===== config.mk =====
export PLATFORM = sky130hd
export DESIGN_NAME = alu_issue_ctrl
export DESIGN_NICKNAME = d
export VERILOG_FILES = /design/src/rtl/alu_issue_ctrl.sv
export SDC_FILE = /design/constraint.sdc
export NUM_CORES = 1
export LEC_CHECK = 0
export CORE_MARGIN = 8
export CORE_UTILIZATION = 43
export CTS_CLUSTER_DIAMETER = 100
export DETAILED_ROUTE_END_ITERATION = 6
export GPL_ROUTABILITY_DRIVEN = 0
export PLACE_DENSITY = 0.78
export SYNTH_ARGS = -nofsm -noshare
export SYNTH_HDL_FRONTEND = slang
export SYNTH_SLANG_ARGS = --single-unit

===== constraint.sdc =====
create_clock -name clk -period 2.9 [get_ports clk]
set_input_delay 0.29 -clock clk [delete_from_list [all_inputs] [get_ports clk]]
set_output_delay 0.29 -clock clk [all_outputs]
set_load 0.01 [all_outputs]

===== src/rtl/alu_issue_ctrl.sv =====
// alu_issue_ctrl: issues one operation at a time to a combinational sel-coded ALU.
// It decodes aluop/funct into the ALU sel code and holds the operands stable for a
// per-operation settle window. The captured result goes back over a valid/ready channel.
// Ports:
//   clk, rst_n                     clock, synchronous active-low reset
//   req_valid/req_ready            request handshake (ready only in IDLE)
//   req_aluop, req_funct           operation encoding
//   req_a, req_b                   operands
//   alu_a, alu_b, alu_sel          registered ALU drive
//   alu_res, alu_zf                ALU result / zero flag (combinational from alu_*)
//   rsp_valid/rsp_ready            response handshake
//   rsp_res, rsp_zf, rsp_err       captured result, zero flag, error code
module alu_issue_ctrl #(
   parameter int unsigned W          = 32,
   parameter int unsigned FAST_LAT   = 1,
   parameter int unsigned MULDIV_LAT = 4
) (
   input  logic         clk,
   input  logic         rst_n,
   input  logic         req_valid,
   output logic         req_ready,
   input  logic [1:0]   req_aluop,
   input  logic [5:0]   req_funct,
   input  logic [W-1:0] req_a,
   input  logic [W-1:0] req_b,
   output logic [W-1:0] alu_a,
   output logic [W-1:0] alu_b,
   output logic [3:0]   alu_sel,
   input  logic [W-1:0] alu_res,
   input  logic         alu_zf,
   output logic         rsp_valid,
   input  logic         rsp_ready,
   output logic [W-1:0] rsp_res,
   output logic         rsp_zf,
   output logic [1:0]   rsp_err
);

   localparam int unsigned CNT_W = 16;

   localparam logic [3:0] SEL_AND = 4'b0000;
   localparam logic [3:0] SEL_OR  = 4'b0001;
   localparam logic [3:0] SEL_ADD = 4'b0010;
   localparam logic [3:0] SEL_RST = 4'b0011;
   localparam logic [3:0] SEL_NOR = 4'b0100;
   localparam logic [3:0] SEL_MUL = 4'b0101;
   localparam logic [3:0] SEL_SUB = 4'b0110;
   localparam logic [3:0] SEL_DIV = 4'b1000;
   localparam logic [3:0] SEL_SLT = 4'b1001;

   localparam logic [1:0] ERR_OK   = 2'b00;
   localparam logic [1:0] ERR_ILL  = 2'b01;
   localparam logic [1:0] ERR_DIV0 = 2'b10;

   typedef enum logic [1:0] {IDLE, EXEC, RESP} state_t;

   state_t             state_q, state_d;
   logic [CNT_W-1:0]   cnt_q, cnt_d;
   logic [W-1:0]       alu_a_d, alu_b_d, rsp_res_d;
   logic [3:0]         alu_sel_d;
   logic               rsp_zf_d;
   logic [1:0]         rsp_err_d;

   logic [3:0]         dec_sel_c;
   logic               dec_ill_c;

   // Request decode: aluop selects ADD/SUB directly, R-type goes through funct.
   always_comb begin
      dec_sel_c = SEL_RST;
      dec_ill_c = 1'b0;
      unique case (req_aluop)
         2'b00: dec_sel_c = SEL_ADD;
         2'b01: dec_sel_c = SEL_SUB;
         2'b10: begin
            unique case (req_funct)
               6'h20:   dec_sel_c = SEL_ADD;
               6'h22:   dec_sel_c = SEL_SUB;
               6'h24:   dec_sel_c = SEL_AND;
               6'h25:   dec_sel_c = SEL_OR;
               6'h27:   dec_sel_c = SEL_NOR;
               6'h2A:   dec_sel_c = SEL_SLT;
               6'h18:   dec_sel_c = SEL_MUL;
               6'h1A:   dec_sel_c = SEL_DIV;
               default: dec_ill_c = 1'b1;
            endcase
         end
         default: dec_ill_c = 1'b1;
      endcase
   end

   // Next-state and next-output logic; every register holds by default.
   always_comb begin
      state_d   = state_q;
      cnt_d     = cnt_q;
      alu_a_d   = alu_a;
      alu_b_d   = alu_b;
      alu_sel_d = alu_sel;
      rsp_res_d = rsp_res;
      rsp_zf_d  = rsp_zf;
      rsp_err_d = rsp_err;
      unique case (state_q)
         IDLE: begin
            if (req_valid) begin
               if (dec_ill_c) begin
                  state_d   = RESP;
                  rsp_res_d = '0;
                  rsp_zf_d  = 1'b0;
                  rsp_err_d = ERR_ILL;
               end else if (dec_sel_c == SEL_DIV && req_b == '0) begin
                  // Divide by zero is answered without touching the ALU.
                  state_d   = RESP;
                  rsp_res_d = '1;
                  rsp_zf_d  = 1'b0;
                  rsp_err_d = ERR_DIV0;
               end else begin
                  state_d   = EXEC;
                  alu_a_d   = req_a;
                  alu_b_d   = req_b;
                  alu_sel_d = dec_sel_c;
                  cnt_d     = (dec_sel_c == SEL_MUL || dec_sel_c == SEL_DIV) ?
                              CNT_W'(MULDIV_LAT) : CNT_W'(FAST_LAT);
               end
            end
         end
         EXEC: begin
            cnt_d = cnt_q - CNT_W'(1);
            if (cnt_q == CNT_W'(1)) begin
               state_d   = RESP;
               rsp_res_d = alu_res;
               rsp_zf_d  = alu_zf;
               rsp_err_d = ERR_OK;
            end
         end
         RESP: begin
            if (rsp_ready) state_d = IDLE;
         end
         default: state_d = IDLE;
      endcase
   end

   // State and output registers; handshake flags follow the next state.
   always_ff @(posedge clk) begin
      if (!rst_n) begin
         state_q   <= IDLE;
         cnt_q     <= '0;
         alu_a     <= '0;
         alu_b     <= '0;
         alu_sel   <= SEL_RST;
         rsp_res   <= '0;
         rsp_zf    <= 1'b0;
         rsp_err   <= ERR_OK;
         req_ready <= 1'b1;
         rsp_valid <= 1'b0;
      end else begin
         state_q   <= state_d;
         cnt_q     <= cnt_d;
         alu_a     <= alu_a_d;
         alu_b     <= alu_b_d;
         alu_sel   <= alu_sel_d;
         rsp_res   <= rsp_res_d;
         rsp_zf    <= rsp_zf_d;
         rsp_err   <= rsp_err_d;
         req_ready <= (state_d == IDLE);
         rsp_valid <= (state_d == RESP);
      end
   end

endmodule

# After elaboration in Yosys (flattened, before gate mapping)
# Cells that the tools add are included.
# word_totals
regBits	123
in_bits	109
output_inout_bits	105
elab_cells	76
# op_classes
n_addsub	1
eq_ne	21
muxes	30
bitwise	2
n_reduce_logical	12
# ops
cell	count
32-bit two-way mux	4
32-bit one-hot mux with 2 select lines	1
16-bit two-way mux	3
6-bit equality test, second input constant	6
32-bit logical NOT	1
16-bit one-hot mux with 2 select lines	1
4-bit one-hot mux with 8 select lines	1
2-bit two-way mux	9
16-bit by 1-bit equality test with 1-bit output, second input constant	1
16-bit by 1-bit subtractor with 16-bit output, second input constant	1
6-bit by 5-bit equality test with 1-bit output, second input constant	2
4-bit one-hot mux with 3 select lines	1
4-bit AND reduction	3
2-bit != test, second input constant	4
8-bit OR reduction	1
2-bit equality test, second input constant	3
2-bit logical NOT	3
2-bit one-hot mux with 3 select lines	1
1-bit two-way mux	5
2-bit by 1-bit equality test with 1-bit output, second input constant	2
4-bit by 3-bit equality test with 1-bit output, second input constant	1
4-bit equality test, second input constant	1
1-bit one-hot mux with 2 select lines	2
2-bit one-hot mux with 2 select lines	1
7 further kinds	8

# Logic depth before layout (Yosys ltp)
# Gate-level depths: netlist of the first run.
# depth
word_depth	10
mapped_depth	10
ltp_nobuf	8

# Least setup slack after synthesis of the first run
# OpenSTA, ideal clock, no wires.
# synth_timing
path_type	in2reg
from	input req_funct[3]
to	register alu_sel[1]
setup_ns	0.132
arrival_ns	2.061
t_required_ns	2.768
setup_slack_ns	0.707
path_stages	9
path_buffers	3
cell_sequence	buf_2 > or4bb_1 > nand2_2 > a211oi_4 > or4_1 > buf_2 > buf_6 > a2111oi_2 > o21ai_1
# synth_between
elab_chain_cells	7
elab_cells_between_ends	18
cone_classes	9 x eq/ne; 4 x mux; 2 x bitwise; 3 x reduce/logical
# synth_lines
item	line_no	text
start, declared	23	input logic [5:0] req_funct,
6-bit by 5-bit equality test with 1-bit output / 6-bit equality test (equally long branches)	74	unique case (req_funct)
4-bit one-hot mux with 8 select lines	74	
4-bit one-hot mux with 3 select lines	70	unique case (req_aluop)
4-bit equality test	108	end else if (dec_sel_c == SEL_DIV && req_b == '0) begin
1-bit logical AND	108	
1-bit NOT (no line)	-	
4-bit AND reduction (no line)	-	
end signal, assigned	158	alu_sel <= alu_sel_d;
end, declared	28	output logic [3:0] alu_sel,
# Several ways; a longest one is shown, not always the timed one.
# A chain may end at the register's enable or synchronous reset.

# Worst setup path after layout of the first run
# layout_timing
from	input req_funct[5]
to	register alu_a[5]
# layout_between
elab_chain_cells	7
elab_cells_between_ends	18
cone_classes	9 x eq/ne; 4 x mux; 2 x bitwise; 3 x reduce/logical
# layout_lines
item	line_no	text
6-bit by 5-bit equality test with 1-bit output / 6-bit equality test (equally long branches)	74	
4-bit one-hot mux with 8 select lines	74	
4-bit one-hot mux with 3 select lines	70	
4-bit equality test	108	
1-bit logical AND	108	
1-bit NOT (no line)	-	
4-bit AND reduction (no line) *	-	
end signal, assigned	156	alu_a <= alu_a_d;
end, declared	26	output logic [W-1:0] alu_a,
# Mark *: on every way between the ends. The rest lies on a longest branch, timed or not.

==> results of run 1 <==
flip-flops by register name (all words and copies together) (netlist names):
name / flops
alu_sel: 4
rsp_err: 2
rsp_res: 32
rsp_valid: 1
state_q: 2
alu_b: 32
rsp_zf: 1
alu_a: 32
req_ready: 1
cnt_q: 16
worst min-delay path, delay by kind of cell:
kind | cells | cell delay (ns)
AOI/OAI and AO/OA | 1 | 0.05
buffers and inverters | 1 | 0.40
and+or+nand+nor | 1 | 0.05
worst paths after layout:
path	startpoint	endpoint	slack [ns]	cells past startpoint
setup reg to reg	cnt_q[8]$_SDFFE_PN0P_	rsp_res[8]$_SDFFE_PN0P_	0.51	6
setup / recovery	req_funct[5]	alu_a[5]$_SDFFE_PN0P_	0.33	9
hold / removal	req_a[24]	alu_a[24]$_SDFFE_PN0P_	0.45	3
hold reg to reg	alu_sel[3]$_SDFFE_PN0P_	alu_sel[3]$_SDFFE_PN0P_	0.45	2
through the flow:
stage	setup TNS (ns)	area (sq um)	utilization [%]	setup slack [ns]	power, uW
2_1_floorplan	0	5120	-	0.707	2340
3_3_place_gp	0	7540	63.8	0.00943	2810
3_5_place_dp	-1.42	7540	63.8	-0.0624	2840
4_1_cts	0	8180	69.2	0.353	5100
5_1_grt	0	8180	69.2	0.223	5270
6_report	0	8180	69.2	0.334	5060
area by class of cell:
type / count / area, sq um / share of cell area [%]
sequential: 123 / 2460 / 30.1
timing repair buffer: 240 / 2420 / 29.6
inverter: 6 / 22.5 / 0.275
multi-input combinational: 456 / 2450 / 30.0
clock inverter: 7 / 135 / 1.65
clock buffer: 24 / 502 / 6.14
tap: 147 / 184 / 2.25
power by group:
group	leakage (uW)	total [uW]	internal [uW]	switching, uW
registers	0.00100	1890	1810	76.5
logic	0.00165	920	491	429
clock network	0.000316	2250	1540	707
Yosys cell counts (all sizes together) (2+ instances only):
cell type,instances
a211oi,2
a21oi,78
a31oi,6
and3,3
and3b,3
buf,14
clkbuf,29
dfxtp,123
ha,2
inv,6
mux2i,32
nand2,176
nand2b,5
nand3,12
nand4,3
nand4b,2
nor2,24
nor2b,3
nor3,4
nor3b,5
nor4,12
nor4b,2
o211ai,4
o21a,5
o21ai,41
or2,7
or3,6
or4,3
or4bb,2
cells by family (layout without fill, tap and decap cells):
| group | after synthesis | after routing | share of synthesized area, % |
|---|---|---|---|
| and+or+nand+nor | 276 | 276 | 24.9 |
| AOI/OAI and AO/OA | 143 | 143 | 15.5 |
| DFF | 123 | 123 | 48.1 |
| buffers and inverters | 49 | 277 | 4.20 |
| muxes | 33 | 33 | 6.47 |
| adders and majority gates | 2 | 2 | 0.488 |
| xor gates and xnor gates | 2 | 2 | 0.342 |
routing by layer:
| metal | track usage [%] | vias up | part of all wire [%] |
|---|---|---|---|
| met3 | 10.0 | 21 | 11 |
| met2 | 34.7 | 207 | 48 |
| li1 | - | 2588 | - |
| met4 | 6.81 | 0 | 1.2 |
| met5 | 0 | - | 0 |
| met1 | 22.4 | 2487 | 40 |
==> run metrics, run 1 <==
Synth area leaders=dfxtp_1 48%, nand2_1 13%, a21oi_1 7.6%; Worst EP required=3.16 ns; Worst Skew=0.00587 ns; Power Dens Cells=619 nW/um^2; most used cell, CP=buf_12; Setup crit start kind=primary input; Lkg Pwr=0.00297 uW; Std-Cell Rows=40; asr flop ratio synth=0%; H-tree levels=4; worst relative slew slack=49.7%; layout filler cell count=937; Yosys reg bits=123; Final Cycle Share=88.5%; Critical Path End Type=flip-flop; vias after detailed routing=5303; Max stage delay on crit path=0.67 ns; post-CTS sizing=0; fmax=0.390 GHz; CTS hold repair buffers=0; Final Slew Violations=0; TritonCTS clock tree=yes; final WL=16.7 mm; number of vias per cell=5.29; drc violations=0; antenna violations before repair=0; clk sinks=123; vias in the first global route=5226; Synth area leader=dfxtp_1; Root Driver=clkbuf_16; Unique masters post-synth=51; Max-Cap Viols=0; largest net degree at the start of global routing=45; critical path class=primary input to flip-flop; worst-path cell chain=clkdlybuf4s50_1 -> or4bb_1 -> nand2_2 -> a211oi_4 -> or4_2 -> buf_12 -> buf_12 -> nand2_1 -> a21oi_1; GRT Overall Usage=20.7%; Placed Instances=972; Port-buffer cells=213; worst min-delay path class=primary input to flip-flop; CP max-delay cell=or4_2; n_diodes=0; die area=15700 sq um; number of synthesized flops with an enable pin=0; first-pass GRT wire length=26.5 mm; die extent in x=125 microns; HPWL Detailed=12.3 mm; CP Max Fanout=31; predominant post-synthesis flop cell=dfxtp_1; IO Pins=214; status=complete, no violations; clock slew at reported path FFs=0.05 ns; Setup Viol. Count Final=0; final hold slack=0.446 ns; Non-Filler Instances=1003; layout cells sized above 1=8.64%; Arr. time, crit path=2.83 ns; Antenna Violating Nets Remaining=0; post-synthesis cell area=5120 sq um; worst skew pair latency=0.40 ns; routed len/inst=16.7 microns; Synth Area per Inst=8.16 sq um; Initial DRC Count=349; sequential share of the synthesized area=48.1%; first-pass iteration count of the detailed router=5; Core Area=11800 sq um; Period minus WS final=2.57 ns; Ys Warns=0; Max clock buf depth=2; commonest cells after routing, fill and taps aside=213 x clkdlybuf4s50_1, 174 x nand2_1, 123 x dfxtp_1; Die Span Y=125 microns; GRT Residual Overflow=0; RSZ-0062 raised after global routing=no; final net count=955; crit path buf inv count=3; net count after synthesis=739; delay-heaviest family, CP=simple AND/OR/NAND/NOR gates; Area Growth Syn to Fin=59.6%; Mapped Cells=628; worst slew pin tran=0.744 ns; postcts setup bufs=0; TritonCTS Buffers=17; top cell type's share of synthesized area=48.1%; commonest non-fill, non-tap cell in the layout=clkdlybuf4s50_1; Max VDD drop=440 uV; starting density of the core=43.4%; final hold viol count=0
Power figures use the tool's default switching activity.
==> inputs of run 2 (changes only) <==
Settings changed: CORE_MARGIN 8 to 1.5.
==> run 2 against run 1 <==
- the flow now finishes with violations (DRC)
- global-route usage rose by 4.4 points
- core utilization rose by 0.54 points
- maximum frequency fell by 1.5%
- sequential power barely moved
- sequential cell count did not move
- critical path type unchanged
- largest cell class unchanged
- highest routed layer unchanged
==> run metrics, run 2 (same netlist as run 1, synthesis figures left out) <==
vias in the first global route=5284 (was 5226); Final Cycle Share=89.8% (was 88.5%); Max VDD drop=354 uV (was 440 uV); Area Growth Syn to Fin=56.9% (was 59.6%); largest net degree at the start of global routing=54 (was 45); power share of the combinational group=18.2% (about the same); Arr. time, crit path=2.87 ns (was 2.83 ns); Critical Path End Type=flip-flop (unchanged); IO Pins=214 (unchanged); Worst Skew=0.0129 ns (was 0.00587 ns); grt met1 use=28.5% (was 22.4%); Worst EP required=3.16 ns (about the same); TritonCTS Buffers=17 (unchanged); postcts setup bufs=0 (unchanged); Port-buffer cells=213 (unchanged); RR Startpoint=state_q[0]$_SDFF_PN0_ (was cnt_q[8]$_SDFFE_PN0P_); first-pass GRT wire length=25.3 mm (was 26.5 mm); critical path class=primary input to flip-flop (unchanged); HPWL Detailed=11.1 mm (was 12.3 mm); GRT Residual Overflow=0 (unchanged); Antenna Violating Nets Remaining=0 (unchanged); final hold slack=0.437 ns (was 0.446 ns); Setup Viol. Count Final=0 (unchanged); Top Usage Layer GRT=met2 (unchanged); power share of the clock group=43.2% (was 44.5%); Final Slew Violations=0 (unchanged); die area=12600 sq um (was 15700 sq um); Std-Cell Rows=39 (was 40); layout filler cell count=918 (was 937); register area=2460 sq um (unchanged); routed len/inst=15.7 microns (was 16.7 microns); antenna violations before repair=0 (unchanged); Core Area=11500 sq um (was 11800 sq um); final WL=15.6 mm (was 16.7 mm); layout cells sized above 1=7.88% (was 8.64%); failing checks=DRC; H-tree levels=4 (unchanged); post-CTS sizing=0 (unchanged); Root Driver=clkbuf_16 (unchanged); GRT met3 Usage=9.13% (was 10.0%); Max clock buf depth=2 (unchanged); switching share of power=25.5% (was 23.9%); fmax=0.384 GHz (was 0.390 GHz); sequential share of power=38.6% (was 37.4%); worst setup path startpoint=req_funct[4] (was req_funct[5]); CP Max Fanout=24 (was 31); clk sinks=123 (unchanged); Period minus WS final=2.61 ns (was 2.57 ns); Power Dens Cells=610 nW/um^2 (was 619 nW/um^2); Max-Cap Viols=0 (unchanged); Largest regs=alu_a x32, alu_b x32, rsp_res x32 (unchanged); Internal=3650 uW (was 3850 uW); RSZ-0062 raised after global routing=no (unchanged); number of vias per cell=5.31 (was 5.29); Die Span Y=112 microns (was 125 microns); die extent in x=112 microns (was 125 microns); switching power total=1250 uW (was 1210 uW); worst min-delay path class=primary input to flip-flop (unchanged); drc violations=20 (was 0); starting density of the core=44.5% (was 43.4%); vias after detailed routing=5272 (was 5303); Worst Hold Launch=req_a[23] (was req_a[24]); Setup crit start kind=primary input (unchanged); CTS hold repair buffers=0 (unchanged); Lkg Pwr=0.00289 uW (was 0.00297 uW); worst skew pair latency=0.41 ns (was 0.40 ns); final hold viol count=0 (unchanged); final core utilization=69.8% (was 69.2%); first-pass iteration count of the detailed router=7 (was 5); footprint of the multi-input gates=2450 sq um (about the same); commonest cells after routing, fill and taps aside=213 x clkdlybuf4s50_1, 174 x nand2_1, 123 x dfxtp_1 (unchanged); Initial DRC Count=591 (was 349); commonest non-fill, non-tap cell in the layout=clkdlybuf4s50_1 (unchanged); status=complete, but fails checks (was complete, no violations); total power=4900 uW (was 5060 uW); met2 Usage GRT=43.3% (was 34.7%); final net count=948 (was 955); worst relative slew slack=64.1% (was 49.7%); clock slew at reported path FFs=0.06 ns (was 0.05 ns); GRT Overall Usage=25.1% (was 20.7%); n_diodes=0 (unchanged); worst slew pin tran=0.537 ns (was 0.744 ns); TritonCTS clock tree=yes (unchanged)
==> run 2: changes by cell type in the layout (fill, tap and decap cells not counted), sizes merged <==
cell / delta
buf: -7
bufinv: -1
clkbuf: -4
clkinv: +2
clkinvlp: +3
inv: +1
==> run 2: final cells by class <==
class | instances | area share (%)
flip-flops and latches | 123 | 30.6
multi-input cells | 456 | 30.4
repair buffers | 233 | 29.0
clock buffers | 20 | 5.56
well taps | 143 | 2.23
clock inverters | 12 | 1.82
inverters | 6 | 0.280
==> run 2: final timing paths <==
path	endpoint	slack [ns]	cells after the start
worst min register to register	alu_a[20]$_SDFFE_PN0P_	0.45	2
worst max-delay path	alu_a[13]$_SDFFE_PN0P_	0.29	8
worst max register to register	cnt_q[10]$_SDFFE_PN0P_	0.55	6
worst min-delay path	alu_a[23]$_SDFFE_PN0P_	0.44	3
==> run 2: power by group through the flow <==
stage          Clock, uW  Combinational (uW)  Sequential [uW]
2_1_floorplan          0                 381             1960
3_3_place_gp           0                 862             1920
3_5_place_dp           0                 886             1930
4_1_cts             2160                 893             1890
5_1_grt             2240                 965             1910
6_report            2120                 890             1890
==> run 2: per-layer routing <==
metal	vias to the layer above	wire length, microns
li1	2575	-
met1	2441	6250
met2	231	7630
met3	25	1430
met4	0	336
met5	-	0
==> run 2: critical path: stages <==
cell             delay (ns)
clkdlybuf4s50_1        0.60
or4bb_1                0.55
nand2_2                0.10
a211oi_4               0.06
or4_2                  0.78
buf_4                  0.29
nand2_1                0.10
a21oi_1                0.08
==> run 2: per-stage QoR <==
stage | worst slack, ns | TNS, ns | area (sq um) | std cells
finish | 0.294 | 0 | 8040 | 993
global route | 0.167 | 0 | 8040 | 993
CTS | 0.287 | 0 | 8040 | 993
detailed placement | -0.120 | -5.37 | 7440 | 961
global placement | -0.0443 | -0.497 | 7440 | 961
floorplan | 0.707 | 0 | 5120 | 628
